## src/rtl/uart_rx_frame_ctrl.sv

```systemverilog
// Frame controller behind the UART receiver. It hunts for SYNC_BYTE, collects a
// length-prefixed payload, checks the additive checksum and streams out frames that pass.
//
// Output handshake: a byte moves when out_valid && out_ready are both high at a rising
// edge. out_valid stays high and out_data/out_last stay stable until that byte is taken.
module uart_rx_frame_ctrl #(
   parameter logic [7:0] SYNC_BYTE      = 8'hA5,
   parameter int         MAX_LEN        = 16,
   parameter int         TIMEOUT_CYCLES = 1000
) (
   input  logic       clk,
   input  logic       rst_n,
   input  logic [7:0] rx_data,
   input  logic       rx_done,
   output logic [7:0] out_data,
   output logic       out_valid,
   input  logic       out_ready,
   output logic       out_last,
   output logic       busy,
   output logic       err_chk,
   output logic       err_len,
   output logic       err_timeout,
   output logic       err_overrun,
   output logic [2:0] state_dbg
);

   localparam int PW = $clog2(MAX_LEN + 1);
   localparam int AW = (MAX_LEN > 1) ? $clog2(MAX_LEN) : 1;
   localparam int TW = $clog2(TIMEOUT_CYCLES + 1);
   localparam logic [7:0]    MAX_LEN_B = 8'(MAX_LEN);
   localparam logic [TW-1:0] TO_LAST   = TW'(TIMEOUT_CYCLES - 1);

   typedef enum logic [2:0] {S_IDLE, S_LEN, S_PAYLOAD, S_CHK, S_DRAIN} state_t;

   state_t        state, state_d;
   logic [PW-1:0] len, len_d, wr_ptr, wr_ptr_d, rd_ptr, rd_ptr_d;
   logic [7:0]    sum, sum_d;
   logic [TW-1:0] cnt, cnt_d;
   logic          err_chk_d, err_len_d, err_timeout_d, err_overrun_d;
   logic          wr_en, timed, last_rd;
   logic [7:0]    buffer [MAX_LEN];

   assign timed   = (state == S_LEN) || (state == S_PAYLOAD) || (state == S_CHK);
   assign last_rd = (rd_ptr == len - PW'(1));

   always_comb begin
      state_d       = state;
      len_d         = len;
      wr_ptr_d      = wr_ptr;
      rd_ptr_d      = rd_ptr;
      sum_d         = sum;
      cnt_d         = '0;
      err_chk_d     = 1'b0;
      err_len_d     = 1'b0;
      err_timeout_d = 1'b0;
      err_overrun_d = 1'b0;
      wr_en         = 1'b0;
      if (timed && !rx_done) cnt_d = cnt + TW'(1);
      case (state)
         S_IDLE: begin
            if (rx_done && rx_data == SYNC_BYTE) state_d = S_LEN;
         end
         S_LEN: begin
            if (rx_done) begin
               if (rx_data == 8'd0 || rx_data > MAX_LEN_B) begin
                  err_len_d = 1'b1;
                  state_d   = S_IDLE;
               end else begin
                  len_d    = PW'(rx_data);
                  sum_d    = rx_data;
                  wr_ptr_d = '0;
                  state_d  = S_PAYLOAD;
               end
            end
         end
         S_PAYLOAD: begin
            if (rx_done) begin
               wr_en    = 1'b1;
               wr_ptr_d = wr_ptr + PW'(1);
               sum_d    = sum + rx_data;
               if (wr_ptr == len - PW'(1)) state_d = S_CHK;
            end
         end
         S_CHK: begin
            if (rx_done) begin
               if (rx_data == sum) begin
                  rd_ptr_d = '0;
                  state_d  = S_DRAIN;
               end else begin
                  err_chk_d = 1'b1;
                  state_d   = S_IDLE;
               end
            end
         end
         S_DRAIN: begin
            if (out_ready) begin
               rd_ptr_d = rd_ptr + PW'(1);
               if (last_rd) state_d = S_IDLE;
            end
            // Bytes arriving while draining are dropped, sync bytes included.
            if (rx_done) err_overrun_d = 1'b1;
         end
         default: state_d = S_IDLE;
      endcase
      // A strobe on the expiry edge wins, hence the !rx_done qualifier.
      if (timed && !rx_done && cnt == TO_LAST) begin
         err_timeout_d = 1'b1;
         cnt_d         = '0;
         state_d       = S_IDLE;
      end
   end

   always_ff @(posedge clk or negedge rst_n) begin
      if (!rst_n) begin
         state       <= S_IDLE;
         len         <= '0;
         wr_ptr      <= '0;
         rd_ptr      <= '0;
         sum         <= '0;
         cnt         <= '0;
         err_chk     <= 1'b0;
         err_len     <= 1'b0;
         err_timeout <= 1'b0;
         err_overrun <= 1'b0;
      end else begin
         state       <= state_d;
         len         <= len_d;
         wr_ptr      <= wr_ptr_d;
         rd_ptr      <= rd_ptr_d;
         sum         <= sum_d;
         cnt         <= cnt_d;
         err_chk     <= err_chk_d;
         err_len     <= err_len_d;
         err_timeout <= err_timeout_d;
         err_overrun <= err_overrun_d;
      end
   end

   always_ff @(posedge clk) begin
      if (wr_en) buffer[wr_ptr[AW-1:0]] <= rx_data;
   end

   assign out_valid = (state == S_DRAIN);
   assign out_data  = out_valid ? buffer[rd_ptr[AW-1:0]] : 8'd0;
   assign out_last  = out_valid && last_rd;
   assign busy      = (state != S_IDLE);
   assign state_dbg = state;

endmodule

```

## config.mk

```make
export PLATFORM = sky130hd
export DESIGN_NAME = uart_rx_frame_ctrl
export DESIGN_NICKNAME = d
export VERILOG_FILES = /design/src/rtl/uart_rx_frame_ctrl.sv
export SDC_FILE = /design/constraint.sdc
export NUM_CORES = 1
export LEC_CHECK = 0
export ABC_AREA = 1
export CAP_MARGIN = 20
export CORE_MARGIN = 2
export CORE_UTILIZATION = 55
export DETAILED_ROUTE_END_ITERATION = 6
export PLACE_DENSITY = 0.73
export SYNTH_ARGS = -nofsm -noshare
export SYNTH_HDL_FRONTEND = slang
export SYNTH_SLANG_ARGS = --single-unit
```

## constraint.sdc

```tcl
create_clock -name clk -period 5.7 [get_ports clk]
set_input_delay 0.57 -clock clk [delete_from_list [all_inputs] [get_ports clk]]
set_output_delay 0.57 -clock clk [all_outputs]
set_load 0.02 [all_outputs]
```

==> results.py <==
metrics = {
    "status": {
        "outcome": "finished, final reports clean",
    },
    "synth": {
        "synth_compound_area_share_pct": 10.6,
        "synth-seq-cells": 168,
        "syn-cell-area_sq_um": 7640,
        "ys_seq_area_share_pct": 63.4,
        "ys_types": 44,
        "synthTopCellsByCount": "137 x nor2_1, 128 x edfxtp_1, 109 x nand2_1",
        "synth_top_area_share_pct": 50.3,
        "synthArstFlopShare_pct": 23.8,
        "synth_top_family_by_area": "simple AND/OR/NAND/NOR gates",
        "synth_simple_gate_area_share_pct": 16.6,
        "synthAdderAreaFrac_pct": 2.55,
        "yosys.area.top_type": "edfxtp_1",
        "synth_cells": 720,
        "yosys-top-cells-area": "edfxtp_1 50%, dfrtp_1 13%, nor2_1 6.7%, nand2_1 5.4%, o21ai_0 4.0%",
        "muxShareOfSynthArea_pct": 0.917,
        "yosys_warnings": 0,
        "synth-edff-count": 128,
        "syn_nets": 747,
        "synth_flop_cell": "edfxtp_1",
        "synth_most_common_cell": "nor2_1",
        "syn_avg_cell_area_sq_um": 10.6,
        "synth-xor-area-share_pct": 1.60,
    },
    "clocking": {
        "insertion_delay_ns": 0.42,
        "cts_tree": "yes",
        "cts_setup_buffers": 0,
        "clkSlewWorstSetupHoldPaths_ns": 0.06,
        "ctsResizeCount": 0,
        "cts_hold_buffers": 0,
        "cts_root_buf": "clkbuf_16",
        "cts_buffers": 17,
        "numClockSinks": 168,
        "h-tree-depth": 4,
        "clock_path_buffers": 2,
    },
    "floorplanning": {
        "start_util_pct": 55.7,
        "num_io_pins": 30,
        "die_x_microns": 122,
        "rows": 43,
        "die_area_sq_um": 14900,
        "core_sq_um": 13700,
        "die_h_microns": 122,
    },
    "global_routing": {
        "grt_overflow": 0,
        "grt_usage_pct": 24.4,
        "grt_pass1_vias": 5295,
        "antenna_found_initial": 0,
        "grt_max_degree": 69,
        "grt_pass1_wl_microns": 27000,
    },
    "worst_setup_path": {
        "slowest_stage": "clkdlybuf4s50_1",
        "critPathArrivalTime_ns": 3.23,
        "rrSetupSlack_ns": 3.02,
        "critPathMaxFanout": 35,
        "crit_cells": 7,
        "crit_chain": "inv_1 -> buf_4 -> nor2_1 -> o32ai_1 -> nand2_1 -> a31oi_1 -> clkdlybuf4s50_1",
        "r2r_cells": 5,
        "cp-startpoint": "rd_ptr[0]",
        "cp-end-kind": "output pin",
        "worstSetupEndpoint": "out_data[7]",
        "cp-start-kind": "register",
        "cp.required_ns": 5.13,
        "r2r-start": "state_dbg[2]",
        "crit_type": "register to output pin",
        "max_stage_delay_ns": 0.63,
        "path_buf_inv": 3,
        "cp_top_family": "buffers and inverters",
        "r2r_end": "buffer[6][7]",
    },
    "detailed_routing": {
        "routed.top_layer": "met4",
        "finalWirelength_microns": 17000,
        "dr_wl_met2_microns": 8310,
        "drt-met1-wl_microns": 7320,
        "post-route-drc-count": 0,
        "wl_met3_microns": 1090,
        "vias": 5356,
        "drt_iter0_drc": 584,
        "post_drt_wl_per_cell_microns": 18.1,
        "via_per_inst": 5.70,
        "final_antenna_net_count": 0,
        "drtPass1Iterations": 5,
    },
    "sta": {
        "max_slew.worst_pin.slew_ns": 1.02,
        "worst_slack_ns": 1.90,
        "setup_viol": 0,
        "drv_slew": 0,
        "min_period_ns": 3.80,
        "relSlewSlack_pct": 31.9,
        "rsz0062_at_grt": "false",
        "fin_skew_ns": 0.00759,
        "max_freq_mhz": 263,
        "fin_crit_sh_pct": 66.7,
        "timing.hold.ws_ns": 0.279,
        "tns_ns": 0,
        "finalHoldViolCount": 0,
    },
    "finish": {
        "layout-drive-gt1-share_pct": 7.76,
        "fin_area_sq_um": 8690,
        "syn2layout_area_growth_pct": 13.6,
        "diodes": 0,
        "nets": 774,
    },
    "power_and_ir_drop": {
        "internal-power_mw": 2.63,
        "p_leak_nw": 3.20,
        "switching_share_pct": 35.5,
        "power_switching_mw": 1.44,
        "seqPwrFrac_pct": 37.4,
        "clkPwrFrac_pct": 29.3,
        "p_comb_share_pct": 33.3,
        "powerDensity_nw_per_um2": 468,
        "ir_drop_v": 0.000287,
    },
    "placement": {
        "portBuffers": 29,
        "place_congestion": 0.890,
        "dp_worst_setup_slack_ns": 2.38,
        "place_area_sq_um": 8060,
        "place_hpwl_microns": 10600,
    },
    "flow_run": {
        "maxCapViolations": 0,
    },
    "worst_hold_path": {
        "hold_path.class": "input pin to asynchronous set/reset pin",
    },
}
-- metal layers --
| layer | up-vias | track usage (%) |
|---|---|---|
| li1 | 2570 | - |
| met1 | 2584 | 32.1 |
| met2 | 175 | 40.6 |
| met3 | 27 | 4.59 |
| met4 | 0 | 9.20 |
| met5 | - | 0 |
-- power by group through the flow --
stage / registers [mW] / logic, mW / clock network [mW]
2_1_floorplan: 1.54 / 0.987 / 0
3_3_place_gp: 1.54 / 1.29 / 0
3_5_place_dp: 1.54 / 1.33 / 0
4_1_cts: 1.52 / 1.35 / 1.20
5_1_grt: 1.53 / 1.51 / 1.25
6_report: 1.52 / 1.35 / 1.19
-- worst min path at each step --
stage	depth (start not counted)	slack, ns	end	startpoint
after floorplan	0	0.27	cnt[0]	rst_n
after global placement	2	0.47	sum[6]	sum[6]
after detailed placement	2	0.47	sum[6]	sum[6]
after CTS	1	0.30	cnt[9]	rst_n
after global routing	1	0.36	cnt[7]	rst_n
final	1	0.28	cnt[7]	rst_n
-- cell type report --
class / instances / area [sq um]
well taps: 180 / 225
repair buffers: 36 / 338
fillers: 1081 / 5030
multi-input cells: 476 / 2470
clock buffers: 22 / 484
clock inverters: 10 / 144
flip-flops and latches: 168 / 4850
inverters: 48 / 180
-- logic make-up after synthesis --
group | after synthesis
multiplexers | 7
XOR/XNOR | 14
buffers and inverters | 76
AND/OR/NAND/NOR | 304
AO/OA/AOI/OAI | 136
adder cells (fa/ha/maj) | 15
flip-flops | 168
-- sequential cells by signal (all words and copies together) (netlist names) --
signal / flops
err_len: 1
cnt: 10
len: 5
err_timeout: 1
sum: 8
err_overrun: 1
buffer: 128
wr_ptr: 5
rd_ptr: 5
err_chk: 1
state_dbg: 3
-- through the flow --
stage               cells  util, %  power [mW]
floorplan             720        -        2.52
global placement      908     58.7        2.82
detailed placement    908     58.7        2.87
CTS                   940     63.3        4.07
global route          940     63.3        4.30
finish                940     63.3        4.07
-- placed cells by master (no fill, tap or decap), types with 3 or more instances in the layout --
master and instances:
ha_1 14, bufinv_16 3, nor3_1 7, inv_2 7, clkinv_4 5, a21oi_1 25
o21ai_0 61, clkbuf_8 4, o221ai_1 4, xor2_1 8, nor2_1 137, o22ai_1 3
nand2_1 109, xnor2_1 6, o31ai_1 3, mux2i_1 7, dfrtp_1 38, inv_1 40
nor3b_1 3, nand3_1 27, buf_4 7, clkbuf_16 17, or2_1 3, o21ai_1 3
o32ai_1 14, clkdlybuf4s50_1 28, o211ai_1 14, a31oi_1 6, nand4_1 4, edfxtp_1 128
(Power assumes the default switching activity.)
